[src/rtl/sampdecimate_pkg.sv]
// sampdecimate_pkg
//   Shared definitions for the per-channel sample rate reducer: wishbone
//   register map, MODE register encoding and the default reduction limit.
package sampdecimate_pkg;

  // Register map (wb_adr_i[1:0])
  localparam logic [1:0] REG_MODE  = 2'd0;
  localparam logic [1:0] REG_SHIFT = 2'd1;
  localparam logic [1:0] REG_DROPS = 2'd2;

  // MODE register: bit0 selects the reduction method
  localparam int MODE_AVG_BIT = 0;

  typedef enum logic {
    MODE_DECIMATE = 1'b0,
    MODE_AVERAGE  = 1'b1
  } mode_e;

  // Largest log2 reduction factor; the SHIFT field is 3 bits wide
  localparam int MAX_SHIFT_DEF = 7;
  localparam int SHIFT_W       = 3;

endpackage

[src/rtl/samppack.sv]
// samppack
//   Byte-lane pack buffer. Accepts 0-2 bytes per cycle (byte_a first), fills
//   word positions 0..3 in order and reports a completed 32-bit word
//   combinationally in the cycle its fourth byte arrives. A second byte that
//   arrives with the completing byte starts the next word at position 0.
//   Ports:
//     clk, rst      clock, synchronous active-low reset
//     flush         discard buffered bytes; wins over incoming bytes
//     n_bytes       number of valid bytes this cycle (0..2)
//     byte_a/b      incoming bytes, byte_a is older
//     word          completed word (valid with word_done)
//     word_done     a word completed this cycle
//     partial_drop  flush discarded 1-3 buffered bytes this cycle
module samppack (
  input  logic        clk,
  input  logic        rst,
  input  logic        flush,
  input  logic [1:0]  n_bytes,
  input  logic [7:0]  byte_a,
  input  logic [7:0]  byte_b,
  output logic [31:0] word,
  output logic        word_done,
  output logic        partial_drop
);

  logic [1:0]  pos_p0;
  logic [23:0] buf_p0;
  logic [1:0]  pos_nxt;
  logic [23:0] buf_nxt;
  logic        done_raw;

  always_comb begin
    logic [7:0] lanes [4];
    logic [1:0] p;
    logic [7:0] bv;
    lanes[0] = buf_p0[7:0];
    lanes[1] = buf_p0[15:8];
    lanes[2] = buf_p0[23:16];
    lanes[3] = 8'd0;
    p        = pos_p0;
    bv       = 8'd0;
    word     = 32'd0;
    done_raw = 1'b0;
    for (int k = 0; k < 2; k++) begin
      if (n_bytes > k[1:0]) begin
        bv = (k == 0) ? byte_a : byte_b;
        lanes[p] = bv;
        if (p == 2'd3) begin
          done_raw = 1'b1;
          word     = {lanes[3], lanes[2], lanes[1], lanes[0]};
          lanes[0] = 8'd0;
          lanes[1] = 8'd0;
          lanes[2] = 8'd0;
          lanes[3] = 8'd0;
          p        = 2'd0;
        end else begin
          p = p + 2'd1;
        end
      end
    end
    pos_nxt = p;
    buf_nxt = {lanes[2], lanes[1], lanes[0]};
  end

  assign word_done    = done_raw & ~flush;
  assign partial_drop = flush & (pos_p0 != 2'd0);

  // ---- stage p0: buffer state ----
  always_ff @(posedge clk) begin
    if (!rst || flush) begin
      pos_p0 <= 2'd0;
      buf_p0 <= 24'd0;
    end else begin
      pos_p0 <= pos_nxt;
      buf_p0 <= buf_nxt;
    end
  end

endmodule

[src/rtl/sampdecimate.sv]
// sampdecimate
//   Per-channel rate reducer between the ADC channel and the sample selector.
//   Input words carry four 8-bit samples (byte0 oldest). With SHIFT=0 words
//   pass straight through; otherwise every 2^SHIFT-th sample is kept
//   (decimate) or each 2^SHIFT group is averaged (truncating), and the
//   resulting bytes are repacked into 32-bit words.
//   Ports:
//     clk, rst            125 MHz clock, synchronous active-low reset
//     active              capture active; low discards partial state
//     in_sample/in_avail  packed input word and its valid
//     sample/sample_avail packed output word and its one-cycle strobe
//     wb_*                wishbone classic slave: MODE, SHIFT, DROPS
module sampdecimate
  import sampdecimate_pkg::*;
#(
  parameter int MAX_SHIFT = MAX_SHIFT_DEF,
  parameter int ACC_WIDTH = 15
) (
  input  logic        clk,
  input  logic        rst,
  input  logic        active,
  input  logic [31:0] in_sample,
  input  logic        in_avail,
  output logic [31:0] sample,
  output logic        sample_avail,
  input  logic        wb_stb_i,
  input  logic        wb_cyc_i,
  input  logic        wb_we_i,
  input  logic [15:0] wb_adr_i,
  input  logic [7:0]  wb_dat_i,
  output logic [7:0]  wb_dat_o,
  output logic        wb_ack_o
);

  localparam logic [7:0] MAX_SHIFT_B = 8'(MAX_SHIFT);

  function automatic logic [SHIFT_W-1:0] sat_shift(input logic [7:0] v);
    if (v > MAX_SHIFT_B) return SHIFT_W'(MAX_SHIFT);
    return v[SHIFT_W-1:0];
  endfunction

  // Group mean with truncation; the sum never exceeds 255 << sh.
  function automatic logic [7:0] avg_trunc(input logic [ACC_WIDTH-1:0] s,
                                           input logic [SHIFT_W-1:0] sh);
    return 8'(s >> sh);
  endfunction

  mode_e                mode_r;
  logic [SHIFT_W-1:0]   shift_r;
  logic [7:0]           drops_r;
  logic [6:0]           g_p0;
  logic [ACC_WIDTH-1:0] acc_p0;

  logic                 wb_req;
  logic                 wb_wr;
  logic [1:0]           reg_adr;
  logic [7:0]           rd_data;
  logic                 cfg_wr;
  logic                 flush;
  logic                 take;

  logic [6:0]           g_nxt;
  logic [ACC_WIDTH-1:0] acc_nxt;
  logic [1:0]           n_emit;
  logic [7:0]           byte_a;
  logic [7:0]           byte_b;
  logic [1:0]           pack_n;
  logic [31:0]          pack_word;
  logic                 pack_done;
  logic                 pack_drop;
  logic                 unused_adr;

  assign reg_adr    = wb_adr_i[1:0];
  assign unused_adr = ^wb_adr_i[15:2];
  assign wb_req     = wb_stb_i & wb_cyc_i & ~wb_ack_o;
  // Writes commit at the end of the ack cycle.
  assign wb_wr      = wb_stb_i & wb_cyc_i & wb_we_i & wb_ack_o;
  assign cfg_wr     = wb_wr & ((reg_adr == REG_MODE) | (reg_adr == REG_SHIFT));
  // A flush discards the word arriving in the same cycle.
  assign flush      = cfg_wr | ~active;
  assign take       = in_avail & ~flush;

  always_comb begin
    case (reg_adr)
      REG_MODE:  rd_data = {7'd0, mode_r};
      REG_SHIFT: rd_data = {{(8-SHIFT_W){1'b0}}, shift_r};
      REG_DROPS: rd_data = drops_r;
      default:   rd_data = 8'd0;
    endcase
  end

  // Walk the four lanes oldest-first, advancing the group counter per lane.
  always_comb begin
    logic [6:0]           mask;
    logic [6:0]           g;
    logic [ACC_WIDTH-1:0] acc;
    logic [ACC_WIDTH-1:0] sum;
    logic [7:0]           lane;
    logic [7:0]           emit_v;
    logic                 emit;
    mask   = ~(7'h7F << shift_r);
    g      = g_p0;
    acc    = acc_p0;
    n_emit = 2'd0;
    byte_a = 8'd0;
    byte_b = 8'd0;
    for (int i = 0; i < 4; i++) begin
      lane   = in_sample[8*i +: 8];
      emit   = 1'b0;
      emit_v = 8'd0;
      sum    = acc + ACC_WIDTH'(lane);
      if (mode_r == MODE_AVERAGE) begin
        if (g == mask) begin
          emit   = 1'b1;
          emit_v = avg_trunc(sum, shift_r);
          acc    = '0;
        end else begin
          acc = sum;
        end
      end else if (g == 7'd0) begin
        emit   = 1'b1;
        emit_v = lane;
      end
      if (emit) begin
        if (n_emit == 2'd0) begin
          byte_a = emit_v;
          n_emit = 2'd1;
        end else begin
          byte_b = emit_v;
          n_emit = 2'd2;
        end
      end
      g = (g + 7'd1) & mask;
    end
    g_nxt   = g;
    acc_nxt = acc;
  end

  // Passthrough (SHIFT=0) bypasses the packer entirely.
  assign pack_n = (take && shift_r != '0) ? n_emit : 2'd0;

  samppack u_pack (
    .clk          (clk),
    .rst          (rst),
    .flush        (flush),
    .n_bytes      (pack_n),
    .byte_a       (byte_a),
    .byte_b       (byte_b),
    .word         (pack_word),
    .word_done    (pack_done),
    .partial_drop (pack_drop)
  );

  // ---- stage p0: group counter and accumulator ----
  always_ff @(posedge clk) begin
    if (!rst || flush) begin
      g_p0   <= 7'd0;
      acc_p0 <= '0;
    end else if (take && shift_r != '0) begin
      g_p0   <= g_nxt;
      acc_p0 <= acc_nxt;
    end
  end

  // ---- stage p1: output word and strobe ----
  always_ff @(posedge clk) begin
    if (!rst) begin
      sample       <= 32'd0;
      sample_avail <= 1'b0;
    end else begin
      sample_avail <= 1'b0;
      if (take && shift_r == '0) begin
        sample       <= in_sample;
        sample_avail <= 1'b1;
      end else if (pack_done) begin
        sample       <= pack_word;
        sample_avail <= 1'b1;
      end
    end
  end

  // ---- wishbone registers ----
  always_ff @(posedge clk) begin
    if (!rst) begin
      wb_ack_o <= 1'b0;
      wb_dat_o <= 8'd0;
      mode_r   <= MODE_DECIMATE;
      shift_r  <= '0;
      drops_r  <= 8'd0;
    end else begin
      wb_ack_o <= wb_req;
      if (wb_req) wb_dat_o <= rd_data;
      if (wb_wr && reg_adr == REG_MODE)  mode_r  <= mode_e'(wb_dat_i[MODE_AVG_BIT]);
      if (wb_wr && reg_adr == REG_SHIFT) shift_r <= sat_shift(wb_dat_i);
      if (wb_wr && reg_adr == REG_DROPS) drops_r <= 8'd0;
      else if (pack_drop && drops_r != 8'hFF) drops_r <= drops_r + 8'd1;
    end
  end

endmodule

[config.mk]
export PLATFORM = sky130hd
export DESIGN_NAME = sampdecimate
export DESIGN_NICKNAME = d
export VERILOG_FILES = /design/src/rtl/sampdecimate_pkg.sv /design/src/rtl/samppack.sv /design/src/rtl/sampdecimate.sv
export SDC_FILE = /design/constraint.sdc
export NUM_CORES = 1
export LEC_CHECK = 0
export ABC_AREA = 0
export CAP_MARGIN = 20
export CORE_ASPECT_RATIO = 0.7
export CORE_UTILIZATION = 50
export CTS_CLUSTER_SIZE = 14
export DETAILED_ROUTE_END_ITERATION = 10
export GPL_ROUTABILITY_DRIVEN = 0
export PLACE_DENSITY = 0.74
export SYNTH_ARGS = -nofsm -noshare
export SYNTH_HDL_FRONTEND = slang
export SYNTH_HIERARCHICAL = 1
export SYNTH_SLANG_ARGS = --single-unit
[constraint.sdc]
create_clock -name clk -period 8.9 [get_ports clk]
set_input_delay 1.78 -clock clk [delete_from_list [all_inputs] [get_ports clk]]
set_output_delay 1.78 -clock clk [all_outputs]
set_load 0.02 [all_outputs]
[After elaboration in Yosys (flattened, before gate mapping)]
Index checks and enable logic that the tools add are counted.
Widths: inputs -> output; s select.
Storage, ports and cells
  latch bits: 0
  output and inout bits: 42
  ROM bits: 0
  memories kept: 0
  word-level logic and storage cells: 172
  register bits after elaboration: 102
  bits of input ports: 63
  bits in writable memories: 0
Operators by class
  mux-type cells: 85
  add/sub/neg operators: 11
  reduce and logical (&&, ||, !) cells: 23
  div/mod/pow operators: 0
  bitwise gates (word level): 21
  $lt $le $gt $ge: 7
  multiply operators: 0
  shift-type cells: 5
  equal/unequal tests: 9
Operator list (number)
  $mux 32: 10
  $mux 8: 27
  $mux 15: 8
  $bwmux 32: 2
  $add 15x8->15: 4
  $shr 15x3->8: 4
  $demux 8 s2: 2
  $add 7x1->7 const B: 4
  $and 7x7->7: 4
  $eq 7x7->1: 4
  $logic_not 7->1: 4
  $pmux 8 s3: 1
  $mux 1: 22
  $mux 2: 11
  $add 8x1->8 const B: 1
  $and 1x1->1: 8
  $gt 8x3->1 const B: 1
  $logic_and 1x1->1: 8
  $logic_not 2->1: 4
  $ne 8x8->1 const B: 1
  $not 7->7: 1
  $shl 7x3->7 const A: 1
  $eq 2x2->1 const B: 3
  $ge 3x3->1 const B: 2
  other kinds (14): 24

[Logic depth before layout (Yosys ltp)]
Gate-level depths: netlist of the first run.
  depth in word-level cells: 28
  gate-level depth with buffers: 41
  depth with buffers taken out: 37

[Cells and area by module]
Netlist of the first run, hierarchy kept.
By module, submodules not included
  sampdecimate: instances 1, sequential area each 1521.5 um^2, area an instance 9456.6 um^2, cells each 1270
  samppack: instances 1, sequential area each 520.5 um^2, area an instance 2296.0 um^2, cells each 306

[Worst setup path before layout of the first run]
Ideal clock, no wire load.
  kind: input-to-reg
  from: input in_sample[0]
  to: register sample[13]
  setup time: 59 ps
  required time: 8841 ps
  path slack: 423 ps
  arrival: 8419 ps
  path buffers: 0
  stages: 36
  path through: ha_1 > inv_1 > fa_1 > nand2b_1 > nand2b_1 > a21o_1 > xnor2_1 > o21ai_0 > ha_1 > and2_1 > a221o_1 > nor2_1 > xor2_1 > o21ai_0 > ha_1 > o21a_1 > nor2_1 > xor2_1 > o21ai_0 > ha_1 > or3_1 > a21oi_1 > a21oi_1 > nand2_1 > and2b_1 > mux2_1 > mux4_2 > o31a_1 > o21ai_1 > o211ai_1 > a21oi_1 > a211oi_1 > o22ai_1 > mux2i_1 > nand2_1 > o211a_1
On the way
  longest elaborated chain between the ends: 23
  elaborated cells on any way between the ends: 45
  classes of those cells: add/sub: 4; shift: 4; mux: 37
Ends and longest elaborated chain
  start, declared: line sampdecimate.sv:22  | input logic [31:0] in_sample,
  $add 15x8->15 (*): line sampdecimate.sv:111  | sum = acc + ACC_WIDTH'(lane);
  $mux 15: line sampdecimate.sv:113  | if (g == mask) begin
  $mux 15: line sampdecimate.sv:112  | if (mode_r == MODE_AVERAGE) begin
  $add 15x8->15: line sampdecimate.sv:111
  $mux 15: line sampdecimate.sv:113
  $mux 15: line sampdecimate.sv:112
  $add 15x8->15: line sampdecimate.sv:111
  $mux 15: line sampdecimate.sv:113
  [... 7 more ...]
  via byte_a[5]: line sampdecimate.sv:65  | logic [7:0] byte_a;
  [... 1 more ...]
  $mux 32: line samppack.sv:48  | if (p == 2'd3) begin
  $mux 32: line samppack.sv:45  | if (n_bytes > k[1:0]) begin
  $bwmux 32: line samppack.sv:47  | lanes[p] = bv;
  $mux 32: line samppack.sv:48
  $mux 32 (*): line samppack.sv:45
  via pack_word[13]: line sampdecimate.sv:68  | logic [31:0] pack_word;
  $mux 32 (*): line sampdecimate.sv:175  | end else if (pack_done) begin
  $mux 32 (*): line sampdecimate.sv:172  | if (take && shift_r == '0) begin
  end signal, assigned: line sampdecimate.sv:173  | sample <= in_sample;
  end signal, assigned: line sampdecimate.sv:176  | sample <= pack_word;
  end, declared: line sampdecimate.sv:24  | output logic [31:0] sample,
Mark *: on every way through the listed nets, which the timed path passes. The rest lies on a longest branch. The select of a mux whose other input is x is not followed.
A chain may end at the register's enable or synchronous reset.

[Worst setup path after layout of the first run]
  from: input in_sample[4]
  to: register sample[21]
Same word-level chain as after synthesis.

==> metrics.md, run 1 <==
| Metric | Value |
|---|---|
| Status | `finished, final reports clean` |
| Largest net degree at the start of global routing | `66` |
| Initial Util | `0.514` |
| Final Max Slew Viols | `0` |
| Max stage delay on crit path | `between 0.4 and 0.5 ns` |
| First-pass GRT wire length | `between 60 and 70 mm` |
| Register bit total from synthesis | `102` |
| Post-synthesis async set-or-reset flop share | `0` |
| Antenna violation net count after detailed routing | `0` |
| CTS clk-pin slew, worst paths | `around 0.08 ns` |
| Area Growth Syn to Fin | `26.2%` |
| Synth Instances | `roughly 1600` |
| CTS sink count | `102` |
| Slowest stage cell, crit path | `clkdlybuf4s50_1` |
| GRT overflow | `0` |
| CTS tree | `done` |
| Power Internal | `slightly above 0.8 mW` |
| H-tree Lvls | `3` |
| Netlist cell types | `100` |
| Detailed Routing Iterations Pass 1 | `7` |
| CP delay by family, top | `compound AO/OA/AOI/OAI gates` |
| Final hold vios | `0` |
| DIE WIDTH | `185 um` |
| Initial DRC Count | `between 2000 and 2500` |
| Worst Tran Pin Value | `about 1.0 ns` |
| Maxcap violations | `0` |
| Final setup skew | `0.0109 ns` |
| Buf/Inv on CP | `3` |
| Post-placement setup slack | `-1.11 ns` |
| Syn_nets | `1706` |
| Critical Path Start | `in_sample[4]` |
| Placed wire-length estimate | `around 35 mm` |
| Drt drc | `0` |
| Placed inst area | `~0.014 sq mm` |
| Vias in the first global route | `12600` |
| Nets | `around 1900` |
| GRT Resource Usage Total | `0.372` |
| Design Area, Final | `roughly 0.015 sq mm` |
| Worst-Skew Late Latency | `around 0.38 ns` |
| Mapped Area | `between 0.01 and 0.015 sq mm` |
| Vias per cell | `between 6 and 7` |
| WP data required | `just over 9 ns` |
| Sequential area share after synthesis | `0.174` |
| Initial antenna violation count | `0` |
| Setup crit start kind | `input port` |
| Final setup violating endpoints | `0` |
| Fin cells | `2105` |
| CTS root buf | `clkbuf_16` |
| Switching Share | `0.292` |
| Routed wire length per instance | `about 22 um` |
| Die Y-Extent | `130 um` |
| CTS Buffer Depth | `2` |
| Leak pwr | `6.26 nW` |
| Via count of the routed design | `about 14000` |
| Clock group share of total power | `0.372` |
| CP Max Fanout | `4` |
| R2r startpoint | `shift_r[2]` |
| I/O pins | `105` |
| Tcrit/Tclk final | `0.982` |
| Share of layout cells above drive strength 1 | `0.194` |
| Min Tclk post-route | `8.74 ns` |
| Hold Startpoint | `wb_dat_o[4]` |
| Worst VDD drop | `about 0.00009 V` |
| Commonest non-fill, non-tap cell in the layout | `buf_4` |
| Setup TNS | `0 ns` |
| Final worst-path setup slack | `around 0.16 ns` |
| EDFF count, synth | `0` |
| Final WL | `46.0 mm` |
| Placed cells | `2073` |
| Most frequent cells in the layout | `buf_4, nand2_1, nor2_1` |
| Core area | `between 0.02 and 0.025 sq mm` |
| FP Rows | `46` |
| Inserted Clock Buffers | `9` |
| Tot Pwr | `around 1.1 mW` |
| Sequential cell fraction of total power | `0.415` |
| Hold slack final | `0.467 ns` |
| Area of the die | `0.0241 sq mm` |
| Combinational share of power | `0.213` |
| Ys flop type | `dfxtp_1` |
| Pwr/cell area | `77.0 mW/mm^2` |
| Ant. Diodes | `0` |
| Mean Syn Cell Area | `~7.5 sq um` |
| Arr. time, crit path | `approximately 9.1 ns` |
| Kind of critical path | `input port to flop` |
| Final core area utilization | `0.649` |
| Syn. warnings | `6` |
| Psw | `~0.33 mW` |
| PortBufs | `90` |
| Max Fclk | `~110 MHz` |
| Hold Crit Class | `flop to flop` |
| CP Capture Type | `flop` |
| Slew HR | `0.316` |
==> cell usage after synthesis (all sizes together) (34+ instances only) <==
master	count	share of area
a21oi	111	0.049
buf	49	0.021
clkbuf	59	0.019
dfxtp	102	0.17
ha	63	0.067
inv	46	0.015
mux2i	77	0.066
nand2	181	0.058
nand3	46	0.020
nor2	128	0.044
nor3	34	0.015
o211a	35	0.030
o21ai	121	0.054
o22ai	46	0.024
xnor2	40	0.030
xor2	36	0.027
==> layout make-up <==
type | instances | area (sq um)
clock buffers | 11 | 243
well taps | 312 | 390
flip-flops and latches | 102 | 2050
multi-input cells | 1319 | 9360
fillers | 1977 | 8020
inverters | 47 | 176
clock inverters | 5 | 63.8
repair buffers | 309 | 2550
==> tightest hold or removal path, stage by stage, from the launching register on <==
cell,delay (ns)
dfxtp_1,0.31
nand2_1,0.05
a21boi_0,0.06
==> sequential cells by signal, summed over array words and instances (netlist names), 2 cells and up <==
| register | cells |
|---|---|
| shift_r | 3 |
| wb_dat_o | 8 |
| acc_p0 | 15 |
| sample | 32 |
| g_p0 | 7 |
| u_pack/buf_p0 | 24 |
| drops_r | 8 |
| u_pack/pos_p0 | 2 |
==> power groups by stage <==
stage	sequential (mW)	clock (mW)	combinational, mW
after floorplan	0.496	0	0.0972
after global placement	0.485	0	0.220
after detailed placement	0.485	0	0.224
after CTS	0.474	0.426	0.228
after global routing	0.475	0.446	0.256
final	0.474	0.425	0.244
==> metal layers <==
layer | global-route usage | vias up | part of all wire
met1 | 0.521 | 6479 | 0.42
li1 | - | 6309 | -
met4 | 0.0997 | 0 | 0.027
met3 | 0.157 | 141 | 0.17
met5 | 0 | - | 0
met2 | 0.514 | 1030 | 0.39
==> logic make-up after synthesis <==
group | after synthesis | synth area share
compound gates | 540 | 0.318
simple gates | 537 | 0.223
mux | 99 | 0.100
buf+inv | 155 | 0.0553
flops | 102 | 0.174
fa+ha+maj | 67 | 0.0739
xor+xnor | 76 | 0.0566
==> worst paths after layout <==
path | end | slack, ns | depth (start not counted)
setup / recovery | sample[21] | 0.16 | 34
hold / removal | wb_dat_o[4] | 0.47 | 2
setup reg to reg | sample[21] | 0.48 | 37
hold reg to reg | wb_dat_o[4] | 0.47 | 2
==> timing repair <==
| action | in CTS | in global routing |
|---|---|---|
| endpoints found under the setup margin | 49 | 45 |
| pin swaps | 13 | 34 |
| buffers inserted | 4 | 12 |
| gates resized for setup | 21 | 51 |
| hold buffers | 0 | 0 |
(Power assumes the default switching activity.)
==> run 2: changes to the inputs <==
CTS_CLUSTER_SIZE = 28   (was 14)
PLACE_DENSITY = not set   (was 0.74)
PLACE_DENSITY_LB_ADDON = 0.2   (was not set)
==> run 2 against run 1 <==
  * Combinational power is essentially flat
  * Maximum frequency down 0.69%
  * Total power decreased by 0.94%
  * Global-route usage up 0.54 points
  * Clock power decreased by 2%
  * Register-to-register slack worse by 0.13 ns
  * Critical path depth up 1
  * First-iteration DRC count decreased by 2.6%
  * Largest power group unchanged
  * Worst setup slack worse by 0.061 ns
==> metrics.md, run 2 (same netlist as run 1, synthesis figures left out) <==
| Metric | Value |
|---|---|
| Share of layout cells above drive strength 1 | `0.181 (-0.0124)` |
| Max Fclk | `114 MHz (-0.69%)` |
| Power Internal | `0.785 mW (-3.0%)` |
| CTS clk-pin slew, worst paths | `0.08 ns (about the same)` |
| Setup TNS | `0 ns (unchanged)` |
| Ant. Diodes | `0 (unchanged)` |
| Largest net degree at the start of global routing | `59 (-11%)` |
| Commonest non-fill, non-tap cell in the layout | `buf_4` |
| Worst Tran Pin Value | `1.02 ns (+0.000901 ns)` |
| Detailed Routing Iterations Pass 1 | `9 (+2)` |
| Buf/Inv on CP | `3 (unchanged)` |
| GRT overflow | `0 (unchanged)` |
| Design Area, Final | `0.0147 sq mm (-1.2%)` |
| CTS sink count | `102 (unchanged)` |
| Final setup violating endpoints | `0 (unchanged)` |
| Final setup skew | `0.0142 ns (+0.00326 ns)` |
| Top flop regs | `sample: 32 flops, u_pack/buf_p0: 24 flops, acc_p0: 15 flops` |
| GRT Resource Usage Total | `0.377 (+0.00539)` |
| Setup crit start kind | `input port` |
| Hold Crit Class | `flop to flop` |
| Via count of the routed design | `13900 (-0.78%)` |
| Worst Hold Depth | `2 (unchanged)` |
| Final hold vios | `0 (unchanged)` |
| Most frequent cells in the layout | `buf_4, nand2_1, nor2_1` |
| Final worst-path setup slack | `0.0953 ns (-0.0610 ns)` |
| Slowest stage cell, crit path | `clkdlybuf4s50_1` |
| Routed wire length per instance | `22.2 um (+1.5%)` |
| DIE WIDTH | `185 um (unchanged)` |
| Nets | `1903 (-0.78%)` |
| Placed cells | `2059 (-0.68%)` |
| Worst VDD drop | `0.000103 V (+14%)` |
| Kind of critical path | `input port to flop` |
| Antenna violation net count after detailed routing | `0 (unchanged)` |
| First-pass GRT wire length | `70.0 mm (+1.1%)` |
| CTS tree | `done` |
| Filler instances | `2021 (+2.2%)` |
| Worst path most repeated cell | `ha_1` |
| Cell count along the critical path | `35 (+2.9%)` |
| Area Growth Syn to Fin | `24.7%` |
| Maxcap violations | `0 (unchanged)` |
| Pwr/cell area | `77.2 mW/mm^2 (+0.24%)` |
| Min Tclk post-route | `8.80 ns (+0.0610 ns)` |
| Initial DRC Count | `1986 (-2.6%)` |
| Placed wire-length estimate | `35.3 mm (+0.32%)` |
| CTS Buffer Depth | `2 (unchanged)` |
| Tcrit/Tclk final | `0.989 (+0.00685)` |
| Switching Share | `0.307 (+0.0146)` |
| Reg2Reg Depth | `38 (+2.7%)` |
| Arr. time, crit path | `9.13 ns (+0.06 ns)` |
| Area of the multi-input gates | `0.00929 sq mm (-0.74%)` |
| Sequential cell fraction of total power | `0.419 (+0.004)` |
| Tot Pwr | `1.13 mW (-0.94%)` |
| Inserted Clock Buffers | `9 (unchanged)` |
| I/O pins | `105 (unchanged)` |
| H-tree Lvls | `3 (unchanged)` |
| Flip-flop count of the largest register after layout | `32 (unchanged)` |
| FP Rows | `46 (unchanged)` |
| Initial Util | `0.514 (unchanged)` |
| Fin cells | `2090 (-0.71%)` |
| CP delay by family, top | `compound AO/OA/AOI/OAI gates` |
| CTS root buf | `clkbuf_16` |
| WP data required | `9.23 ns (about the same)` |
| Setup slack on the worst flop-to-flop path | `0.35 ns (-0.13 ns)` |
| Area of the die | `0.0241 sq mm (unchanged)` |
| Core area | `0.0228 sq mm (unchanged)` |
| Psw | `0.347 mW (+4.0%)` |
| Clock group share of total power | `0.369 (-0.003)` |
| Final Max Slew Viols | `0 (unchanged)` |
| Status | `finished, final reports clean` |
| Initial antenna violation count | `0 (unchanged)` |
| Max stage delay on crit path | `0.48 ns (about the same)` |
| Combinational share of power | `0.213 (about the same)` |
| Die Y-Extent | `130 um (unchanged)` |
| Placed inst area | `0.0140 sq mm (-0.57%)` |
| Leak pwr | `6.15 nW (-1.7%)` |
| Post-placement setup slack | `-0.903 ns (+0.205 ns)` |
| PortBufs | `90 (unchanged)` |
| Sequential Area | `0.00205 sq mm (unchanged)` |
| Worst-Skew Late Latency | `0.38 ns (about the same)` |
| Drt drc | `0 (unchanged)` |
| CP Capture Type | `flop` |
| CP Max Fanout | `3 (-1)` |
| Vias per cell | `6.63 (about the same)` |
| Vias in the first global route | `12400 (-0.94%)` |
| Slew HR | `0.320 (+0.00395)` |
| Final WL | `46.3 mm (+0.81%)` |
| Top reg by flops | `sample` |
[run 2: final cells by class]
| class | count | share of cell area |
|---|---|---|
| Timing Repair Buffer | 294 | 0.167 |
| Clock inverter | 6 | 0.00435 |
| Multi-Input combinational cell | 1319 | 0.634 |
| Sequential cell | 102 | 0.140 |
| Clock buffer | 10 | 0.0163 |
| Inverter | 47 | 0.0120 |
| Tap cell | 312 | 0.0266 |
[run 2: final timing paths]
path / end / startpoint
setup / recovery: sample[21] / in_sample[2]
hold / removal: wb_dat_o[6] / wb_dat_o[6]
setup reg to reg: sample[21] / shift_r[1]
hold reg to reg: wb_dat_o[6] / wb_dat_o[6]
[run 2: per-layer routing]
layer	track usage	routed length [um]	vias to the layer above
met4	0.117	1290	2
met2	0.507	17900	965
met5	0	12	-
met1	0.536	19700	6491
met3	0.156	7420	119
li1	-	-	6273
[run 2: worst register-to-register path, delay by kind of cell, from the launching register on]
family | cells | cell delay [ns]
flip-flops | 1 | 0.40
XOR/XNOR | 1 | 0.25
AND/OR/NAND/NOR | 10 | 1.83
adder cells (fa/ha/maj) | 5 | 1.73
buffers and inverters | 4 | 0.48
AO/OA/AOI/OAI | 15 | 2.93
multiplexers | 3 | 0.89
[run 2: timing repair]
item	CTS	global route
pin swaps	10	31
resized for setup	14	37
endpoints found under the hold margin	0	0
buffers inserted	1	13
hold buffers	0	0
endpoints found under the setup margin	31	44
cloned	0	0
[run 2: power by group through the flow]
stage | Combinational [mW] | Sequential (mW) | Clock [mW]
2_1_floorplan | 0.0972 | 0.496 | 0
3_3_place_gp | 0.220 | 0.484 | 0
3_5_place_dp | 0.225 | 0.484 | 0
4_1_cts | 0.227 | 0.474 | 0.419
5_1_grt | 0.254 | 0.475 | 0.433
6_report | 0.241 | 0.474 | 0.417
[run 2: through the flow]
stage	utilization	hold WS (ns)
detailed placement	0.614	0.465
global route	0.641	0.516
floorplan	-	0.444
global placement	0.613	0.457
CTS	0.630	0.476
finish	0.641	0.476
